<file path="src/rtl/pc_ctrl_pkg.sv">
// Shared types for the PC jump controller: FSM states, condition codes,
// ALU flag layout and the registered PC drive bundle.
package pc_ctrl_pkg;

  typedef enum logic [2:0] {
    ST_RESET_WAIT = 3'd0,
    ST_IDLE       = 3'd1,
    ST_LOAD_HI    = 3'd2,
    ST_JUMP       = 3'd3,
    ST_WAIT_REL   = 3'd4
  } state_t;

  typedef enum logic [2:0] {
    COND_ALWAYS = 3'd0,
    COND_Z      = 3'd1,
    COND_NZ     = 3'd2,
    COND_C      = 3'd3,
    COND_NC     = 3'd4,
    COND_N      = 3'd5,
    COND_V      = 3'd6,
    COND_NEVER  = 3'd7
  } cond_t;

  typedef struct packed {
    logic n;
    logic v;
    logic c;
    logic z;
  } flags_t;

  typedef struct packed {
    logic       pchitmp_n;
    logic       long_n;
    logic       local_n;
    logic [7:0] d;
  } pc_drv_t;

  localparam logic KIND_LOCAL = 1'b0;
  localparam logic KIND_LONG  = 1'b1;

  localparam pc_drv_t PC_DRV_IDLE = '{
    pchitmp_n: 1'b1,
    long_n:    1'b1,
    local_n:   1'b1,
    d:         8'h00
  };

  function automatic pc_drv_t drv_hitmp(
    input logic [7:0] d
  );
    pc_drv_t r;
    r = PC_DRV_IDLE;
    r.pchitmp_n = 1'b0;
    r.d = d;
    return r;
  endfunction

  function automatic pc_drv_t drv_long(
    input logic [7:0] d
  );
    pc_drv_t r;
    r = PC_DRV_IDLE;
    r.long_n = 1'b0;
    r.d = d;
    return r;
  endfunction

  function automatic pc_drv_t drv_local(
    input logic [7:0] d
  );
    pc_drv_t r;
    r = PC_DRV_IDLE;
    r.local_n = 1'b0;
    r.d = d;
    return r;
  endfunction

endpackage

</file>
<file path="src/rtl/pc_jump_ctrl_if.sv">
// Decode-side jump request handshake and PC-side strobe/data bus.
interface jump_req_if;
  import pc_ctrl_pkg::*;

  logic        req;
  logic        kind;
  cond_t       cond;
  logic [3:0]  flags;
  logic [15:0] addr;
  logic        ready;
  logic        ack;
  logic        taken;

  modport master (
    output req,
    output kind,
    output cond,
    output flags,
    output addr,
    input  ready,
    input  ack,
    input  taken
  );

  modport slave (
    input  req,
    input  kind,
    input  cond,
    input  flags,
    input  addr,
    output ready,
    output ack,
    output taken
  );

endinterface

interface pc_strobe_if;

  logic       _pchitmp_in;
  logic       _long_jump;
  logic       _local_jump;
  logic [7:0] D;

  modport master (
    output _pchitmp_in,
    output _long_jump,
    output _local_jump,
    output D
  );

  modport slave (
    input _pchitmp_in,
    input _long_jump,
    input _local_jump,
    input D
  );

endinterface

</file>
<file path="src/rtl/pc_jump_ctrl_cond_eval.sv">
// Combinational branch condition evaluation against {N,V,C,Z}.
module cond_eval
  import pc_ctrl_pkg::*;
(
  input  cond_t      cond_i,
  input  logic [3:0] flags_i,
  output logic       true_o
);

  flags_t f;

  assign f = flags_t'(flags_i);

  always_comb begin
    true_o = 1'b0;
    unique case (cond_i)
      COND_ALWAYS: true_o = 1'b1;
      COND_Z:      true_o = f.z;
      COND_NZ:     true_o = ~f.z;
      COND_C:      true_o = f.c;
      COND_NC:     true_o = ~f.c;
      COND_N:      true_o = f.n;
      COND_V:      true_o = f.v;
      COND_NEVER:  true_o = 1'b0;
      default:     true_o = 1'b0;
    endcase
  end

endmodule

</file>
<file path="src/rtl/pc_jump_ctrl.sv">
// Sequences PC load strobes and D bus for local/long conditional jumps.
module pc_jump_ctrl
  import pc_ctrl_pkg::*;
#(
  parameter int unsigned RESET_HOLD = 2
) (
  input logic        clk,
  input logic        _MR,
  jump_req_if.slave  rq,
  pc_strobe_if.master pc
);

  localparam int unsigned CW =
    (RESET_HOLD > 1) ? $clog2(RESET_HOLD) : 1;
  localparam logic [CW-1:0] HOLD_LAST =
    CW'(RESET_HOLD - 1);

  state_t        state_q, state_d;
  logic [CW-1:0] cnt_q, cnt_d;
  logic [7:0]    lo_q, lo_d;
  pc_drv_t       drv_q, drv_d;
  logic          ready_q, ready_d;
  logic          ack_q, ack_d;
  logic          taken_q, taken_d;
  logic          hit;

  cond_eval u_cond (
    .cond_i  (rq.cond),
    .flags_i (rq.flags),
    .true_o  (hit)
  );

  always_comb begin
    state_d = state_q;
    cnt_d   = cnt_q;
    lo_d    = lo_q;
    drv_d   = PC_DRV_IDLE;
    ready_d = 1'b0;
    ack_d   = 1'b0;
    taken_d = 1'b0;
    unique case (state_q)
      ST_RESET_WAIT: begin
        if (cnt_q == HOLD_LAST) begin
          state_d = ST_IDLE;
          ready_d = 1'b1;
        end else begin
          cnt_d = cnt_q + CW'(1);
        end
      end
      ST_IDLE: begin
        ready_d = 1'b1;
        if (rq.req) begin
          ready_d = 1'b0;
          lo_d    = rq.addr[7:0];
          if (!hit) begin
            state_d = ST_WAIT_REL;
            ack_d   = 1'b1;
          end else if (rq.kind == KIND_LOCAL) begin
            state_d = ST_JUMP;
            drv_d   = drv_local(rq.addr[7:0]);
          end else begin
            state_d = ST_LOAD_HI;
            drv_d   = drv_hitmp(rq.addr[15:8]);
          end
        end
      end
      ST_LOAD_HI: begin
        state_d = ST_JUMP;
        drv_d   = drv_long(lo_q);
      end
      ST_JUMP: begin
        state_d = ST_WAIT_REL;
        ack_d   = 1'b1;
        taken_d = 1'b1;
      end
      ST_WAIT_REL: begin
        // a held request must not re-trigger
        if (!rq.req) begin
          state_d = ST_IDLE;
          ready_d = 1'b1;
        end
      end
      default: begin
        state_d = ST_RESET_WAIT;
        cnt_d   = '0;
      end
    endcase
  end

  always_ff @(posedge clk or negedge _MR) begin
    if (!_MR) begin
      state_q <= ST_RESET_WAIT;
      cnt_q   <= '0;
      lo_q    <= 8'h00;
      drv_q   <= PC_DRV_IDLE;
      ready_q <= 1'b0;
      ack_q   <= 1'b0;
      taken_q <= 1'b0;
    end else begin
      state_q <= state_d;
      cnt_q   <= cnt_d;
      lo_q    <= lo_d;
      drv_q   <= drv_d;
      ready_q <= ready_d;
      ack_q   <= ack_d;
      taken_q <= taken_d;
    end
  end

  assign pc._pchitmp_in = drv_q.pchitmp_n;
  assign pc._long_jump  = drv_q.long_n;
  assign pc._local_jump = drv_q.local_n;
  assign pc.D           = drv_q.d;

  assign rq.ready = ready_q;
  assign rq.ack   = ack_q;
  assign rq.taken = taken_q;

  a_one_strobe: assert property (
    @(posedge clk) disable iff (!_MR)
    $countones({~drv_q.pchitmp_n,
                ~drv_q.long_n,
                ~drv_q.local_n}) <= 1
  );

  a_d_quiet: assert property (
    @(posedge clk) disable iff (!_MR)
    (drv_q.pchitmp_n && drv_q.long_n && drv_q.local_n)
      |-> (drv_q.d == 8'h00)
  );

endmodule

</file>
<file path="src/flat_wrapper.sv">
// flat-port wrapper written by rule: the top's interface ports become plain ports
module pc_jump_ctrl_flat import pc_ctrl_pkg::*;
#(
  parameter int unsigned RESET_HOLD = 2
)
  (clk, _MR, rq_req, rq_kind, rq_cond, rq_flags, rq_addr, rq_ready, rq_ack, rq_taken, pc__pchitmp_in, pc__long_jump, pc__local_jump, pc_D);
  jump_req_if rq_i ();
  pc_strobe_if pc_i ();
  input logic clk;
  input logic _MR;
  input wire logic [$bits(rq_i.req)-1:0] rq_req;
  input wire logic [$bits(rq_i.kind)-1:0] rq_kind;
  input wire logic [$bits(rq_i.cond)-1:0] rq_cond;
  input wire logic [$bits(rq_i.flags)-1:0] rq_flags;
  input wire logic [$bits(rq_i.addr)-1:0] rq_addr;
  output wire logic [$bits(rq_i.ready)-1:0] rq_ready;
  output wire logic [$bits(rq_i.ack)-1:0] rq_ack;
  output wire logic [$bits(rq_i.taken)-1:0] rq_taken;
  output wire logic [$bits(pc_i._pchitmp_in)-1:0] pc__pchitmp_in;
  output wire logic [$bits(pc_i._long_jump)-1:0] pc__long_jump;
  output wire logic [$bits(pc_i._local_jump)-1:0] pc__local_jump;
  output wire logic [$bits(pc_i.D)-1:0] pc_D;
  assign rq_i.req = rq_req;
  assign rq_i.kind = rq_kind;
  assign rq_i.cond = rq_cond;
  assign rq_i.flags = rq_flags;
  assign rq_i.addr = rq_addr;
  assign rq_ready = rq_i.ready;
  assign rq_ack = rq_i.ack;
  assign rq_taken = rq_i.taken;
  assign pc__pchitmp_in = pc_i._pchitmp_in;
  assign pc__long_jump = pc_i._long_jump;
  assign pc__local_jump = pc_i._local_jump;
  assign pc_D = pc_i.D;
  pc_jump_ctrl #(.RESET_HOLD(RESET_HOLD)) u_core (.clk(clk), ._MR(_MR), .rq(rq_i), .pc(pc_i));
endmodule
</file>
<file path="config.mk">
export PLATFORM = sky130hd
export DESIGN_NAME = pc_jump_ctrl_flat
export DESIGN_NICKNAME = d
export VERILOG_FILES = /design/src/rtl/pc_ctrl_pkg.sv /design/src/rtl/pc_jump_ctrl_if.sv /design/src/rtl/pc_jump_ctrl_cond_eval.sv /design/src/rtl/pc_jump_ctrl.sv /design/src/flat_wrapper.sv
export SDC_FILE = /design/constraint.sdc
export NUM_CORES = 1
export LEC_CHECK = 0
export CAP_MARGIN = 20
export CORE_MARGIN = 2
export CORE_UTILIZATION = 44
export CTS_CLUSTER_SIZE = 24
export DETAILED_ROUTE_END_ITERATION = 8
export PLACE_DENSITY = 0.82
export SLEW_MARGIN = 15
export SYNTH_ARGS = -nofsm -noshare
export SYNTH_HDL_FRONTEND = slang
export SYNTH_SLANG_ARGS = --single-unit
export TNS_END_PERCENT = 50
</file>
<file path="constraint.sdc">
create_clock -name clk -period 1.7 [get_ports clk]
set_clock_uncertainty 0.05 [all_clocks]
set_input_delay 0.255 -clock clk [delete_from_list [all_inputs] [get_ports clk]]
set_output_delay 0.255 -clock clk [all_outputs]
set_load 0.01 [all_outputs]
</file>
==> flow_summary_export.csv <==
group,metric,value,unit
logic_synthesis,synth_area,0.001224,mm^2
clock_network,numClockSinks,26,
route,ant_nets,0,
layout,num_antenna_cells,0,
logic_synthesis,synth_edf_count,0,
clock_network,post_cts_buffers,0,
setup_path,worstPathArrival,1.24,ns
logic_synthesis,syn_avg_cell_area,12.00,um^2
global_routing,gr-max-usage-layer,"met2",
layout,layout.nets,178,
setup_path,required,1.39,ns
floorplan,die_y,56.74,um
timing,relSlewSlack,71.35,%
clock_network,cts_buffer_depth,2,
clock_network,numCtsBuffers,3,
floorplan,rows,19,
floorplan,die_x,56.74,um
timing,period_share,90.93,%
timing,fmax,0.6469,GHz
route,vias,929,
route,drtIter0Drc,15,
setup_path,critPathKind,"reg -> out",
logic_synthesis,synth_nets,129,
floorplan,die_area,0.003219,mm^2
logic_synthesis,synth-main-ff-cell,"dfrtp_1",
job,drv_cap,0,
setup_path,cp_slowest_cell,"clkdlybuf4s50_1",
floorplan,top_level_ports,41,
route,wl_per_cell,14.08,um
logic_synthesis,synth_top_area_share,47.03,%
run_status,status,"complete, no violations",
power_and_ir_drop,vdd_drop_max,0.0006959,V
global_routing,antenna_found_initial,0,
route,drc,0,
route,firstDrtPassIters,4,
clock_network,h-tree-depth,1,
timing,setup_violations,0,
floorplan,coreArea,0.002686,mm^2
setup_path,end_kind,"primary output",
logic_synthesis,ys_warn_count,0,
place,port_buffers,40,
floorplan,initial_core_util,45.55,%
logic_synthesis,yosys.area.top_type,"dfrtp_1",
power_and_ir_drop,power_density,1305,mW/mm^2
logic_synthesis,postSynthCellCount,102,
timing,hold_ws,0.2206,ns
logic_synthesis,synth.area.top_cells,"dfrtp_1 (47%), mux2i_1 (7.4%), mux2_2 (7.4%)",
logic_synthesis,ys_seq_area_share,53.48,%
layout,area_growth,43.25,%
timing,rsz0062_at_grt,"no",
place,gpl.final_weighted_congestion,0.7582,
setup_path,crit_family,"buffers and inverters",
timing,fin_crit,1.546,ns
timing,fin_ws,0.1541,ns
route,wl,2.549,mm
setup_path,crit_buf_inv,1,
global_routing,grt_usage,17.55,%
logic_synthesis,postSynth.asyncResetShare,100.0,%
timing,worstMarginPinSlew,0.4298,ns
global_routing,first_global_vias,977,
place,dp_hpwl,1.924,mm
global_routing,grt_pass1_wl,4.367,mm
clock_network,cts_root_buf,"clkbuf_4",
clock_network,cts_tree,"built",
global_routing,grt_max_degree,27,
timing,hold_viol_final,0,
layout,drive_above_1_share,20.67,%
route,viasPerCell,5.133,
logic_synthesis,synthDistinctLibCells,35,
setup_path,cp_cell_sequence,"clkdlybuf4s50_1",
setup_path,worst_setup_path_start_kind,"flip-flop",
power_and_ir_drop,power,2.288,mW
timing,maxSlewViolCount,0,
global_routing,use_met1,21.79,%
logic_synthesis,ys_ff_latch,26,
setup_path,cp_max_fo,1,
hold_path,hp-class,"in -> async",
global_routing,grt-ovfl-total,0,
global_routing,use_met3,2.535,%
clock_network,clk_pin_slew,0.14,ns
power_and_ir_drop,cellLeakagePower,0.7525,nW
place,pre_cts_slack,-0.1604,ns
global_routing,grt_use_met2,29.57,%
setup_path,cp_slowest_stage_delay,0.54,ns
clock_network,worstSkewPairLatency,0.33,ns
==> what timing repair did <==
| action | CTS | global route |
|---|---|---|
| endpoints found under the setup margin | 3 | 0 |
| resized for setup | 3 | 0 |
| hold buffers | 0 | 0 |
==> final timing paths <==
kind / startpoint / end / slack, ns / depth (start not counted)
worst max register to register: u_core.state_q[0]$_DFFE_PN0P_ / u_core.lo_q[3]$_DFFE_PN0P_ / 0.21 / 4
worst max-delay path: u_core.pc.D[5]$_DFF_PN0_ / pc_D[5] / 0.15 / 1
worst min register to register: u_core.lo_q[2]$_DFFE_PN0P_ / u_core.pc.D[2]$_DFF_PN0_ / 0.45 / 2
max in group asynchronous: _MR / u_core.pc._long_jump$_DFF_PN1_ / 1.09 / 2
min in group clk: u_core.lo_q[2]$_DFFE_PN0P_ / u_core.pc.D[2]$_DFF_PN0_ / 0.45 / 2
worst min-delay path: _MR / u_core.pc.D[2]$_DFF_PN0_ / 0.22 / 2
==> power by group <==
group | switching (mW) | leakage, nW | internal [mW]
clock network | 0.188 | 0.0279 | 0.239
logic | 0.366 | 0.402 | 0.518
registers | 0.137 | 0.323 | 0.841
total | 0.690 | 0.752 | 1.60
==> Yosys cell counts, types with 2 or more instances <==
cell	count
o21ai_0	7
nand4b_1	2
or2_1	3
nand2b_1	3
buf_2	2
mux2i_1	9
nor2_1	4
inv_1	4
dfrtp_1	23
dfstp_2	3
o21ai_1	2
and2_1	2
mux2_2	8
nand2_1	9
==> final cells by class <==
| type | instances | area [um^2] |
|---|---|---|
| Sequential cell | 26 | 654.4 |
| Fill cell | 207 | 933.4 |
| Tap cell | 31 | 38.79 |
| Multi-Input combinational cell | 67 | 528.0 |
| Inverter | 4 | 15.01 |
| Clock inverter | 1 | 30.03 |
| Clock buffer | 3 | 22.52 |
| Timing Repair Buffer | 49 | 464.2 |
==> flip-flops by register name, indices dropped and copies added, names as in the netlist <==
register,cells
u_core.cnt_q,1
u_core.lo_q,8
u_core.pc.D,8
u_core.pc._local_jump,1
u_core.pc._long_jump,1
u_core.pc._pchitmp_in,1
u_core.rq.ack,1
u_core.rq.ready,1
u_core.rq.taken,1
u_core.state_q,3
==> metal layers <==
layer  wire [um]  vias up
met5           0        -
met4          60        0
met3         151        5
met2        1236       35
met1        1100      434
li1            -      455
==> layout by cell type, fill, tap and decap left out, types with 2 or more instances in the layout <==
cell and instances:
inv_1 4, clkdlybuf4s50_1 37, o21ai_1 2, nor2_1 4, dlygate4sd2_1 3, mux2i_1 9, o21ai_0 7, mux2_2 8
and2_1 2, dfrtp_1 23, nand4b_1 2, nand2b_1 3, nand2_1 9, buf_4 9, clkbuf_4 3, or2_1 3
dfstp_2 3
==> metrics by stage <==
stage | instances | instance area (um^2) | utilization [%] | setup TNS (ns)
after global routing | 181 | 1753 | 65.25 | 0
final | 181 | 1753 | 65.25 | 0
after detailed placement | 177 | 1704 | 63.44 | -1.496
after global placement | 177 | 1704 | 63.44 | -0.4597
after CTS | 181 | 1753 | 65.25 | 0
after floorplan | 102 | 1224 | - | 0
==> kinds of logic (layout without fill, tap and decap cells) <==
| family | after synthesis | count (layout) | share of synthesized area, % |
|---|---|---|---|
| compound gates | 19 | 19 | 12.68 |
| xor+xnor | 1 | 1 | 0.7159 |
| fa+ha+maj | 1 | 1 | 0.8180 |
| buf+inv | 9 | 57 | 3.373 |
| flops | 26 | 26 | 53.48 |
| mux | 17 | 17 | 14.72 |
| simple gates | 29 | 29 | 14.21 |
No activity file was read; power rests on OpenSTA's default activity.
